[src/rtl/apb_pkg.sv]
`default_nettype none
// +--------------------------------------------------------------------+
// | apb_pkg: shared types and constants for the APB command master     |
// | Rev 1.0 - initial release                                          |
// +--------------------------------------------------------------------+
package apb_pkg;

  localparam int NUM_SLAVES = 4;
  localparam int ADDR_W     = 32;
  localparam int DATA_W     = 32;
  localparam int STRB_W     = 4;
  localparam int PROT_W     = 3;
  localparam int SEL_HI     = 31;
  localparam int SEL_LO     = 30;

  typedef enum logic [1:0] {
    ST_IDLE   = 2'd0,
    ST_SETUP  = 2'd1,
    ST_ACCESS = 2'd2,
    ST_RESP   = 2'd3
  } apb_state_e;

  typedef struct packed {
    logic [ADDR_W-1:0] addr;
    logic              write;
    logic [DATA_W-1:0] wdata;
    logic [STRB_W-1:0] strb;
    logic [PROT_W-1:0] prot;
  } apb_cmd_t;

  function automatic logic [NUM_SLAVES-1:0] decode_psel(input logic [SEL_HI-SEL_LO:0] sel);
    decode_psel      = '0;
    decode_psel[sel] = 1'b1;
  endfunction

endpackage
`default_nettype wire

[src/rtl/apb_cmd_master_if.sv]
`default_nettype none
// +--------------------------------------------------------------------+
// | apb_cmd_master_if: command, response and APB bus signal bundle     |
// | Rev 1.0 - initial release                                          |
// +--------------------------------------------------------------------+
interface apb_cmd_master_if;
  import apb_pkg::*;

  logic                  cmd_valid;
  logic                  cmd_ready;
  logic [ADDR_W-1:0]     cmd_addr;
  logic                  cmd_write;
  logic [DATA_W-1:0]     cmd_wdata;
  logic [STRB_W-1:0]     cmd_strb;
  logic [PROT_W-1:0]     cmd_prot;

  logic                  rsp_valid;
  logic                  rsp_ready;
  logic [DATA_W-1:0]     rsp_rdata;
  logic                  rsp_slverr;

  logic [NUM_SLAVES-1:0] psel;
  logic                  penable;
  logic [ADDR_W-1:0]     paddr;
  logic                  pwrite;
  logic [PROT_W-1:0]     pprot;
  logic [DATA_W-1:0]     pwdata;
  logic [STRB_W-1:0]     pstrb;
  logic [DATA_W-1:0]     prdata;
  logic                  pready;
  logic                  pslverr;

  modport master (
    input  cmd_valid, cmd_addr, cmd_write, cmd_wdata, cmd_strb, cmd_prot,
    output cmd_ready,
    output rsp_valid, rsp_rdata, rsp_slverr,
    input  rsp_ready,
    output psel, penable, paddr, pwrite, pprot, pwdata, pstrb,
    input  prdata, pready, pslverr
  );

  modport slave (
    output cmd_valid, cmd_addr, cmd_write, cmd_wdata, cmd_strb, cmd_prot,
    input  cmd_ready,
    input  rsp_valid, rsp_rdata, rsp_slverr,
    output rsp_ready,
    input  psel, penable, paddr, pwrite, pprot, pwdata, pstrb,
    output prdata, pready, pslverr
  );

endinterface
`default_nettype wire

[src/rtl/apb_cmd_fifo.sv]
`default_nettype none
// +--------------------------------------------------------------------+
// | apb_cmd_fifo: power-of-two depth FIFO with full/empty flags        |
// | Rev 1.0 - initial release                                          |
// +--------------------------------------------------------------------+
module apb_cmd_fifo #(
  parameter int WIDTH = 8,
  parameter int DEPTH = 4
) (
  input  wire logic             pclk,
  input  wire logic             preset,
  input  wire logic             push_i,
  input  wire logic [WIDTH-1:0] push_data_i,
  input  wire logic             pop_i,
  output logic      [WIDTH-1:0] head_o,
  output logic                  full_o,
  output logic                  empty_o
);

  localparam int AW = $clog2(DEPTH);

  logic [WIDTH-1:0] mem_q [DEPTH];
  logic [AW-1:0]    wr_ptr_q, rd_ptr_q;
  logic [AW:0]      count_q;
  logic             do_push, do_pop;

  assign full_o  = (count_q == (AW+1)'(DEPTH));
  assign empty_o = (count_q == '0);
  assign head_o  = mem_q[rd_ptr_q];
  assign do_push = push_i & ~full_o;
  assign do_pop  = pop_i & ~empty_o;

  // Storage carries no reset; only the pointers and count define validity.
  always_ff @(posedge pclk) begin
    if (do_push) mem_q[wr_ptr_q] <= push_data_i;
  end

  always_ff @(posedge pclk or negedge preset) begin
    if (!preset) begin
      wr_ptr_q <= '0;
      rd_ptr_q <= '0;
      count_q  <= '0;
    end else begin
      if (do_push) wr_ptr_q <= wr_ptr_q + 1'b1;
      if (do_pop)  rd_ptr_q <= rd_ptr_q + 1'b1;
      case ({do_push, do_pop})
        2'b10:   count_q <= count_q + 1'b1;
        2'b01:   count_q <= count_q - 1'b1;
        default: count_q <= count_q;
      endcase
    end
  end

endmodule
`default_nettype wire

[src/rtl/apb_cmd_master.sv]
`default_nettype none
// +--------------------------------------------------------------------+
// | apb_cmd_master: buffered command stream to APB master bridge       |
// | Rev 1.0 - initial release                                          |
// +--------------------------------------------------------------------+
module apb_cmd_master
  import apb_pkg::*;
#(
  parameter int FIFO_DEPTH = 4,
  parameter int TIMEOUT    = 16
) (
  input wire logic         pclk,
  input wire logic         preset,
  apb_cmd_master_if.master bus
);

  localparam int CNT_W = $clog2(TIMEOUT + 1);

  apb_state_e        state_q, state_d;
  logic [CNT_W-1:0]  wait_q, wait_d;
  logic              init_q;
  logic [ADDR_W-1:0] paddr_q;
  logic              pwrite_q;
  logic [PROT_W-1:0] pprot_q;
  logic [DATA_W-1:0] pwdata_q;
  logic [STRB_W-1:0] pstrb_q;
  logic [DATA_W-1:0] rsp_rdata_q, rsp_rdata_d;
  logic              rsp_slverr_q, rsp_slverr_d;

  apb_cmd_t push_data, head;
  logic     fifo_full, fifo_empty, push, pop;

  assign push_data = '{addr: bus.cmd_addr, write: bus.cmd_write, wdata: bus.cmd_wdata,
                       strb: bus.cmd_strb, prot: bus.cmd_prot};
  // init_q keeps cmd_ready low until the first edge after reset release.
  assign bus.cmd_ready = init_q & ~fifo_full;
  assign push          = bus.cmd_valid & bus.cmd_ready;

  apb_cmd_fifo #(
    .WIDTH ($bits(apb_cmd_t)),
    .DEPTH (FIFO_DEPTH)
  ) u_fifo (
    .pclk        (pclk),
    .preset      (preset),
    .push_i      (push),
    .push_data_i (push_data),
    .pop_i       (pop),
    .head_o      (head),
    .full_o      (fifo_full),
    .empty_o     (fifo_empty)
  );

  always_comb begin
    state_d      = state_q;
    wait_d       = wait_q;
    pop          = 1'b0;
    rsp_rdata_d  = rsp_rdata_q;
    rsp_slverr_d = rsp_slverr_q;
    case (state_q)
      ST_IDLE: begin
        if (!fifo_empty) begin
          pop     = 1'b1;
          state_d = ST_SETUP;
        end
      end
      ST_SETUP: state_d = ST_ACCESS;
      ST_ACCESS: begin
        if (bus.pready) begin
          rsp_rdata_d  = pwrite_q ? '0 : bus.prdata;
          rsp_slverr_d = bus.pslverr;
          state_d      = ST_RESP;
        end else begin
          wait_d = wait_q + 1'b1;
          if (wait_d == CNT_W'(TIMEOUT)) begin
            rsp_rdata_d  = '0;
            rsp_slverr_d = 1'b1;
            state_d      = ST_RESP;
          end
        end
      end
      ST_RESP: begin
        if (bus.rsp_ready) begin
          if (!fifo_empty) begin
            pop     = 1'b1;
            state_d = ST_SETUP;
          end else begin
            state_d = ST_IDLE;
          end
        end
      end
      default: state_d = ST_IDLE;
    endcase
    if (pop) wait_d = '0;
  end

  always_ff @(posedge pclk or negedge preset) begin
    if (!preset) begin
      state_q      <= ST_IDLE;
      wait_q       <= '0;
      init_q       <= 1'b0;
      paddr_q      <= '0;
      pwrite_q     <= 1'b0;
      pprot_q      <= '0;
      pwdata_q     <= '0;
      pstrb_q      <= '0;
      rsp_rdata_q  <= '0;
      rsp_slverr_q <= 1'b0;
    end else begin
      state_q      <= state_d;
      wait_q       <= wait_d;
      init_q       <= 1'b1;
      rsp_rdata_q  <= rsp_rdata_d;
      rsp_slverr_q <= rsp_slverr_d;
      if (pop) begin
        paddr_q  <= head.addr;
        pwrite_q <= head.write;
        pprot_q  <= head.prot;
        pwdata_q <= head.wdata;
        pstrb_q  <= head.strb;
      end
    end
  end

  assign bus.psel       = (state_q == ST_SETUP || state_q == ST_ACCESS)
                          ? decode_psel(paddr_q[SEL_HI:SEL_LO]) : '0;
  assign bus.penable    = (state_q == ST_ACCESS);
  assign bus.paddr      = paddr_q;
  assign bus.pwrite     = pwrite_q;
  assign bus.pprot      = pprot_q;
  assign bus.pwdata     = pwdata_q;
  assign bus.pstrb      = pstrb_q;
  assign bus.rsp_valid  = (state_q == ST_RESP);
  assign bus.rsp_rdata  = rsp_rdata_q;
  assign bus.rsp_slverr = rsp_slverr_q;

endmodule
`default_nettype wire

[src/flat_wrapper.sv]
// flat-port wrapper written by rule: the top's interface ports become plain ports
module apb_cmd_master_flat import apb_pkg::*;
#(
  parameter int FIFO_DEPTH = 4,
  parameter int TIMEOUT    = 16
)
  (pclk, preset, bus_cmd_valid, bus_cmd_addr, bus_cmd_write, bus_cmd_wdata, bus_cmd_strb, bus_cmd_prot, bus_cmd_ready, bus_rsp_valid, bus_rsp_rdata, bus_rsp_slverr, bus_rsp_ready, bus_psel, bus_penable, bus_paddr, bus_pwrite, bus_pprot, bus_pwdata, bus_pstrb, bus_prdata, bus_pready, bus_pslverr);
  apb_cmd_master_if bus_i ();
  input wire logic pclk;
  input wire logic preset;
  input wire logic [$bits(bus_i.cmd_valid)-1:0] bus_cmd_valid;
  input wire logic [$bits(bus_i.cmd_addr)-1:0] bus_cmd_addr;
  input wire logic [$bits(bus_i.cmd_write)-1:0] bus_cmd_write;
  input wire logic [$bits(bus_i.cmd_wdata)-1:0] bus_cmd_wdata;
  input wire logic [$bits(bus_i.cmd_strb)-1:0] bus_cmd_strb;
  input wire logic [$bits(bus_i.cmd_prot)-1:0] bus_cmd_prot;
  output wire logic [$bits(bus_i.cmd_ready)-1:0] bus_cmd_ready;
  output wire logic [$bits(bus_i.rsp_valid)-1:0] bus_rsp_valid;
  output wire logic [$bits(bus_i.rsp_rdata)-1:0] bus_rsp_rdata;
  output wire logic [$bits(bus_i.rsp_slverr)-1:0] bus_rsp_slverr;
  input wire logic [$bits(bus_i.rsp_ready)-1:0] bus_rsp_ready;
  output wire logic [$bits(bus_i.psel)-1:0] bus_psel;
  output wire logic [$bits(bus_i.penable)-1:0] bus_penable;
  output wire logic [$bits(bus_i.paddr)-1:0] bus_paddr;
  output wire logic [$bits(bus_i.pwrite)-1:0] bus_pwrite;
  output wire logic [$bits(bus_i.pprot)-1:0] bus_pprot;
  output wire logic [$bits(bus_i.pwdata)-1:0] bus_pwdata;
  output wire logic [$bits(bus_i.pstrb)-1:0] bus_pstrb;
  input wire logic [$bits(bus_i.prdata)-1:0] bus_prdata;
  input wire logic [$bits(bus_i.pready)-1:0] bus_pready;
  input wire logic [$bits(bus_i.pslverr)-1:0] bus_pslverr;
  assign bus_i.cmd_valid = bus_cmd_valid;
  assign bus_i.cmd_addr = bus_cmd_addr;
  assign bus_i.cmd_write = bus_cmd_write;
  assign bus_i.cmd_wdata = bus_cmd_wdata;
  assign bus_i.cmd_strb = bus_cmd_strb;
  assign bus_i.cmd_prot = bus_cmd_prot;
  assign bus_cmd_ready = bus_i.cmd_ready;
  assign bus_rsp_valid = bus_i.rsp_valid;
  assign bus_rsp_rdata = bus_i.rsp_rdata;
  assign bus_rsp_slverr = bus_i.rsp_slverr;
  assign bus_i.rsp_ready = bus_rsp_ready;
  assign bus_psel = bus_i.psel;
  assign bus_penable = bus_i.penable;
  assign bus_paddr = bus_i.paddr;
  assign bus_pwrite = bus_i.pwrite;
  assign bus_pprot = bus_i.pprot;
  assign bus_pwdata = bus_i.pwdata;
  assign bus_pstrb = bus_i.pstrb;
  assign bus_i.prdata = bus_prdata;
  assign bus_i.pready = bus_pready;
  assign bus_i.pslverr = bus_pslverr;
  apb_cmd_master #(.FIFO_DEPTH(FIFO_DEPTH), .TIMEOUT(TIMEOUT)) u_core (.pclk(pclk), .preset(preset), .bus(bus_i));
endmodule
[config.mk]
export PLATFORM = sky130hd
export DESIGN_NAME = apb_cmd_master_flat
export DESIGN_NICKNAME = d
export VERILOG_FILES = /design/src/rtl/apb_pkg.sv /design/src/rtl/apb_cmd_master_if.sv /design/src/rtl/apb_cmd_fifo.sv /design/src/rtl/apb_cmd_master.sv /design/src/flat_wrapper.sv
export SDC_FILE = /design/constraint.sdc
export NUM_CORES = 1
export LEC_CHECK = 0
export CORE_UTILIZATION = 54
export CTS_CLUSTER_SIZE = 40
export DETAILED_ROUTE_END_ITERATION = 8
export GPL_ROUTABILITY_DRIVEN = 0
export GPL_TIMING_DRIVEN = 0
export PLACE_DENSITY = 0.89
export SETUP_SLACK_MARGIN = 0.5
export SLEW_MARGIN = 20
export SYNTH_ARGS = -nofsm -noshare
export SYNTH_HDL_FRONTEND = slang
export SYNTH_HIERARCHICAL = 1
export SYNTH_SLANG_ARGS = --single-unit
[constraint.sdc]
create_clock -name pclk -period 3.1 [get_ports pclk]
set_input_delay 0.62 -clock pclk [delete_from_list [all_inputs] [get_ports pclk]]
set_output_delay 0.62 -clock pclk [all_outputs]
set_load 0.03 [all_outputs]
== Yosys cells after proc, flatten, opt, wreduce, memory -nomap -nowiden ==
Memories as Yosys holds them, arrays and structs flattened. A register that Yosys moved wholly into a read port is not among the register bits.
Cells that the tools add are included.

* Flip-flop bits (word level): 48
* Bits in writable memories: 288
* Input port bits: 110
* Output and inout port bits: 112
* Logic and storage cells: 67
* Memories kept: 1

* Add/sub/neg operators: 5
* Order comparisons: 2
* Eq/ne operators: 11
* Multiplexer cells: 23
* Bitwise operators: 6
* Reductions and logical operators: 11

{| class="wikitable"
|+ Memory list
! name !! words !! width !! read ports !! clocked after Yosys merged registers in !! write ports !! RTL line !! text
|-
| u_core.u_fifo.mem_q || 4 || 72 || 1 || 1 || 1 || apb_cmd_fifo.sv:22 || <nowiki>logic [WIDTH-1:0] mem_q [DEPTH];</nowiki>
|}

{| class="wikitable"
|+ Operators by type and width
! kind !! count
|-
| $mux W32 || 3
|-
| $mux W5 || 3
|-
| $mux W1 || 8
|-
| $mux W2 || 4
|-
| $pmux W2 S4 || 1
|-
| $eq A2 B2 Y1 const B || 3
|-
| $pmux W3 S2 || 1
|-
| $reduce_bool A2 Y1 || 3
|-
| $add A5 B1 Y5 const B || 1
|-
| $eq A5 B5 Y1 const B || 1
|-
| $add A2 B1 Y2 const B || 2
|-
| $and A1 B1 Y1 || 4
|-
| $eq A2 B1 Y1 const B || 2
|-
| $mux W4 || 1
|-
| $ne A2 B1 Y1 const B || 2
|-
| $reduce_and A2 Y1 || 2
|-
| $add A3 B1 Y3 const B || 1
|-
| $eq A3 B3 Y1 const B || 1
|-
| $logic_not A3 Y1 || 1
|-
| $lt A2 B3 Y1 const B || 1
|-
| $ne A3 B1 Y1 const B || 1
|-
| $reduce_and A3 Y1 || 1
|-
| $sub A3 B1 Y3 const B || 1
|-
| $demux W1 S2 || 1
|-
| other kinds (8) || 9
|}

== Depth between registers and ports, before layout ==
* Depth in word-level cells: 7
* Depth in mapped cells: 14

== By module ==
The synthesis kept the hierarchy.

{| class="wikitable"
|+ Modules (own cells, without submodules)
! module !! times used !! cells an instance !! area an instance (µm²) !! seq. area each (µm²)
|-
| apb_cmd_fifo || 1 || 414 || 10,792.9 || 8,823.5
|-
| apb_cmd_master || 1 || 537 || 4,853.4 || 2,827.7
|}

== Worst setup path after synthesis ==
No wires, ideal clock.

* Kind: register to register
* From: reg u_core.u_fifo.count_q[2]
* To: mem u_core/u_fifo/mem_q[3][0] in the netlist's numbering, enable pin
* Library setup time: 0.398 ns
* Arrival time: 2.380 ns
* Required time: 2.702 ns
* Path slack: 0.322 ns
* Stages on the path, launching flop included: 6
* Period minus slack after synthesis: 2.778 ns
* Cell sequence: dfrtp_1 or3b_4 inv_1 nor2b_1 and2_1 and3_2

* Cells in the longest elaborated chain, start to end: 7

{| class="wikitable"
|+ Ends and longest elaborated chain
! what !! RTL line !! text
|-
| start, declared || apb_cmd_fifo.sv:24 || <nowiki>logic [AW:0] count_q;</nowiki>
|-
| start signal, assigned || apb_cmd_fifo.sv:47 || <nowiki>2'b10: count_q <= count_q + 1'b1;</nowiki>
|-
| start signal, assigned || apb_cmd_fifo.sv:48 || <nowiki>2'b01: count_q <= count_q - 1'b1;</nowiki>
|-
| start signal, assigned || apb_cmd_fifo.sv:49 || <nowiki>default: count_q <= count_q;</nowiki>
|-
| $eq A3 B3 Y1 || apb_cmd_fifo.sv:27 || <nowiki>assign full_o = (count_q == (AW+1)'(DEPTH));</nowiki>
|-
| via u_core.fifo_full || apb_cmd_master.sv:31 || <nowiki>logic fifo_full, fifo_empty, push, pop;</nowiki>
|-
| $not A1 Y1 || apb_cmd_master.sv:36 || <nowiki>assign bus.cmd_ready = init_q & ~fifo_full;</nowiki>
|-
| $and A1 B1 Y1 || apb_cmd_master.sv:36 ||
|-
| via bus_cmd_ready || flat_wrapper.sv:17 || <nowiki>output wire logic [$bits(bus_i.cmd_ready)-1:0] bus_cmd_ready;</nowiki>
|-
| $and A1 B1 Y1 || apb_cmd_master.sv:37 || <nowiki>assign push = bus.cmd_valid & bus.cmd_ready;</nowiki>
|-
| via u_core.push || apb_cmd_master.sv:31 ||
|-
| $and A1 B1 Y1 || apb_cmd_fifo.sv:30 || <nowiki>assign do_push = push_i & ~full_o;</nowiki>
|-
| $mux W1 || apb_cmd_fifo.sv:35 || <nowiki>if (do_push) mem_q[wr_ptr_q] <= push_data_i;</nowiki>
|-
| $mux W1 (implied by the code) || apb_cmd_fifo.sv:35 ||
|-
| end, declared || apb_cmd_fifo.sv:22 ||
|}

The timed path passes the listed nets, and every way through them passes these cells.

== Worst setup path after layout ==
* From: reg u_core.state_q[0]
* To: out bus_psel[3]

* Cells in the longest elaborated chain, start to end: 3
* Elaborated cells between the ends (all ways): 4
* Those cells by class: 2 x eq/ne; 1 x mux; 1 x reduce/logical

{| class="wikitable"
|+ Ends and longest elaborated chain
! what !! RTL line !! text
|-
| start, declared || apb_cmd_master.sv:19 || <nowiki>apb_state_e state_q, state_d;</nowiki>
|-
| start signal, assigned || apb_cmd_master.sv:109 || <nowiki>state_q <= state_d;</nowiki>
|-
| $eq A2 B1 Y1 or $eq A2 B2 Y1 (tied branches) || apb_cmd_master.sv:124 || <nowiki>assign bus.psel = (state_q == ST_SETUP || state_q == ST_ACCESS)</nowiki>
|-
| $logic_or A1 B1 Y1 * || apb_cmd_master.sv:124 ||
|-
| $mux W4 * || apb_cmd_master.sv:125 || <nowiki>? decode_psel(paddr_q[SEL_HI:SEL_LO]) : '0;</nowiki>
|-
| end, declared || flat_wrapper.sv:22 || <nowiki>output wire logic [$bits(bus_i.psel)-1:0] bus_psel;</nowiki>
|}

Every way passes the cells marked *; elsewhere a longest branch is shown, timed or not.

==> flow_metrics.env <==
export IMPL_setup_viol=0
export IMPL_first_global_vias=9313
export IMPL_p_leak_uw=0.00743
export IMPL_finalMaxSlewViolations=0
export IMPL_switchingPower_uw=7050
export IMPL_viasPerCell=5.42
export IMPL_critPathLaunchType="register"
export IMPL_cts_made_buffers=41
export IMPL_cts_sinks=408
export IMPL_portBuffers=221
export IMPL_dieArea_um2=29700
export IMPL_firstDrtPassIters=4
export IMPL_worst_pin_slew_ps=734
export IMPL_drc=0
export IMPL_status="finished clean"
export IMPL_synthTopCellsByArea="edfxtp_1 55%, dfrtp_1 19%, mux4_2 10%, nand2_1 5.3%, nor2b_1 1.4%"
export IMPL_slowest_stage="dfrtp_1"
export IMPL_syn_to_final_growth_pct=27.3
export IMPL_fillers=1779
export IMPL_clk_latency_ps=530
export IMPL_crit_family="buffers and inverters"
export IMPL_fmax_mhz=385
export IMPL_fin_skew_ps=22.3
export IMPL_num_nets_final=1355
export IMPL_yosys_area_top_type="edfxtp_1"
export IMPL_hold_viol_final=0
export IMPL_rsz0062_at_grt="yes"
export IMPL_placementRows=61
export IMPL_endpoint_kind="primary output"
export IMPL_power_share_switching_pct=34.9
export IMPL_core_area_um2=28200
export IMPL_yosys_area_top_type_share_pct=55.3
export IMPL_initial_utilization_pct=55.6
export IMPL_dpl_instance_area_um2=18500
export IMPL_final_min_clock_period_ps=2600
export IMPL_grt_pass1_wl_mm=50.7
export IMPL_ant_nets=0
export IMPL_arrival_ps=1980
export IMPL_yosysMostFrequentCell="edfxtp_1"
export IMPL_whs_ps=473
export IMPL_worstSetupPathType="reg2out"
export IMPL_ys_flop_type="edfxtp_1"
export IMPL_cp_startpoint="u_core/state_q[0]"
export IMPL_cts_tree="done"
export IMPL_yosys_top_cells_count="288 x edfxtp_1, 223 x nand2_1, 120 x dfrtp_1"
export IMPL_clk_pin_slew_ps=50
export IMPL_ys_seq_elements=408
export IMPL_pwr_share_seq_pct=38.1
export IMPL_crit_path_max_fanout=4
export IMPL_fin_area_um2=19900
export IMPL_die_y_um=172
export IMPL_grt_max_degree=96
export IMPL_clock_power_share_pct=22.6
export IMPL_powerDensity_nw_per_um2=1020
export IMPL_hp_class="reg2reg"
export IMPL_synth_async_reset_ratio_pct=29.4
export IMPL_maxCapViolCount=0
export IMPL_cts_root_buf="clkbuf_16"
export IMPL_worstHoldStart="u_core/bus.paddr[23]"
export IMPL_final_setup_worst_slack_ps=499
export IMPL_postSynthCellCount=951
export IMPL_grt_antenna_before_repair=2
export IMPL_relSlewSlack_pct=51.1
export IMPL_dp_cells=1555
export IMPL_grtUsageTotal_pct=23.1
export IMPL_internal_power_uw=13200
export IMPL_htree_levels=2
export IMPL_final_setup_tns_ps=0
export IMPL_worst_r2r_startpoint="u_core/state_q[0]"
export IMPL_io_pins=222
export IMPL_worstPathCellList="inv_2 -> ha_4 -> buf_4 -> and3_1 -> dlygate4sd2_1"
export IMPL_worst_path_largest_cell_delay_ps=440
export IMPL_ys_warn_count=6
export IMPL_pre_cts_slack_ps=-193
export IMPL_period_share_pct=83.9
export IMPL_fin_cells=1646
export IMPL_vias=8918
export IMPL_grt_overflow=0
export IMPL_yosysSeqAreaShare_pct=74.5
export IMPL_drive_gt1_share_pct=15.6
export IMPL_syn_cell_area_um2=15600
export IMPL_die_x_um=172
export IMPL_synth_nets=1072
export IMPL_crit_required_ps=2480
export IMPL_wl_per_cell_um=20.4
export IMPL_cp_num_buf_inv=3
export IMPL_vdd_ir_drop_max_v=0.000648
export IMPL_clk_path_buf_depth=3
export IMPL_syn_avg_cell_area_um2=16.5
export IMPL_drt_iter0_markers=699
export IMPL_dpl_hpwl_mm=21.3
export IMPL_p_comb_share_pct=39.3
export IMPL_ys_types=41
export IMPL_wl_mm=33.5
export IMPL_synth_edff_count=288
[power by group through the flow]
stage	sequential (uW)	combinational [uW]	clock, uW
6_report	7700	7950	4580
5_1_grt	7820	8590	4880
4_1_cts	7700	7840	4680
3_5_place_dp	7780	7740	0
3_3_place_gp	7730	7470	0
2_1_floorplan	8920	3650	0
[layout make-up]
class	instances	area (um2)	area share [%]
Tap cell	378	473	2.37
Inverter	10	50.0	0.251
Antenna cell	2	5.00	0.0251
Clock buffer	64	1200	6.05
Multi-Input combinational cell	488	3780	19.0
Clock inverter	11	58.8	0.295
Buffer	45	262	1.31
Sequential cell	408	11700	58.5
Timing Repair Buffer	240	2440	12.2
[worst paths after layout]
kind	endpoint	depth (start not counted)	slack, ps
setup / recovery	bus_psel[3]	5	500
hold / removal	u_core/bus.paddr[23]	2	470
setup reg to reg	u_core/u_fifo/count_q[2]	14	500
hold reg to reg	u_core/bus.paddr[23]	2	470
max in group asynchronous	u_core/bus.paddr[18]	3	1770
min in group asynchronous	u_core/bus.pwdata[18]	2	550
[per-stage QoR]
step / power (uW) / util [%]
after floorplan: 12600 / -
after global placement: 15200 / 65.2
after detailed placement: 15500 / 65.7
after CTS: 20200 / 70.3
after global routing: 21300 / 70.7
final: 20200 / 70.7
[layout by cell type (no fill, tap or decap), types with 7 or more instances in the layout]
| master | Yosys | layout |
|---|---|---|
| nor2_1 | 9 | 9 |
| dfrtp_1 | 120 | 119 |
| nand2b_1 | 33 | 33 |
| a21oi_1 | 36 | 36 |
| nor2b_1 | 34 | 34 |
| buf_4 | 6 | 19 |
| nand2_1 | 223 | 223 |
| clkinv_2 | 0 | 7 |
| clkbuf_1 | 13 | 29 |
| mux4_2 | 72 | 72 |
| clkdlybuf4s50_1 | 0 | 214 |
| edfxtp_1 | 288 | 288 |
| buf_2 | 14 | 13 |
| o21ai_0 | 29 | 29 |
| clkbuf_16 | 0 | 43 |
[tightest hold or removal path: stages (launching register included)]
cell     delay, ps
dfrtp_1        340
nand2_1         50
nand2_1         50
[registers in the layout, indices dropped and copies added (netlist names)]
register / count
u_core/bus.pwrite: 1
u_core/init_q: 1
u_core/bus.rsp_slverr: 1
u_core/bus.paddr: 32
u_core/u_fifo/mem_q: 288
u_core/u_fifo/count_q: 3
u_core/u_fifo/rd_ptr_q: 2
u_core/bus.rsp_rdata: 32
u_core/wait_q: 5
u_core/bus.pwdata: 32
u_core/u_fifo/wr_ptr_q: 2
u_core/bus.pstrb: 4
u_core/state_q: 2
u_core/bus.pprot: 3
[metal layers]
metal,up-vias,global-route usage (%),wire (um)
met4,0,7.46,846
met2,322,40.0,17000
li1,4042,-,-
met5,-,0,0
met1,4494,29.3,13400
met3,60,4.85,2320
[cells by family (layout without fill, tap and decap cells)]
group	after synthesis	in the layout	synth area share, %
AO/OA/AOI/OAI	72	72	2.38
XOR/XNOR	10	10	0.560
adder cells (fa/ha/maj)	11	11	0.928
buffers and inverters	55	370	1.81
flip-flops	408	408	74.5
multiplexers	77	77	10.7
other	1	3	0.0240
AND/OR/NAND/NOR	317	317	9.10
[timing repair]
item	CTS	global route
endpoints found under the hold margin	25	0
pin swaps	0	6
endpoints found under the setup margin	8	6
hold buffers	1	0
resized for setup	11	20
gates cloned	0	0
setup buffers	2	11
No activity file was read; power rests on OpenSTA's default activity.
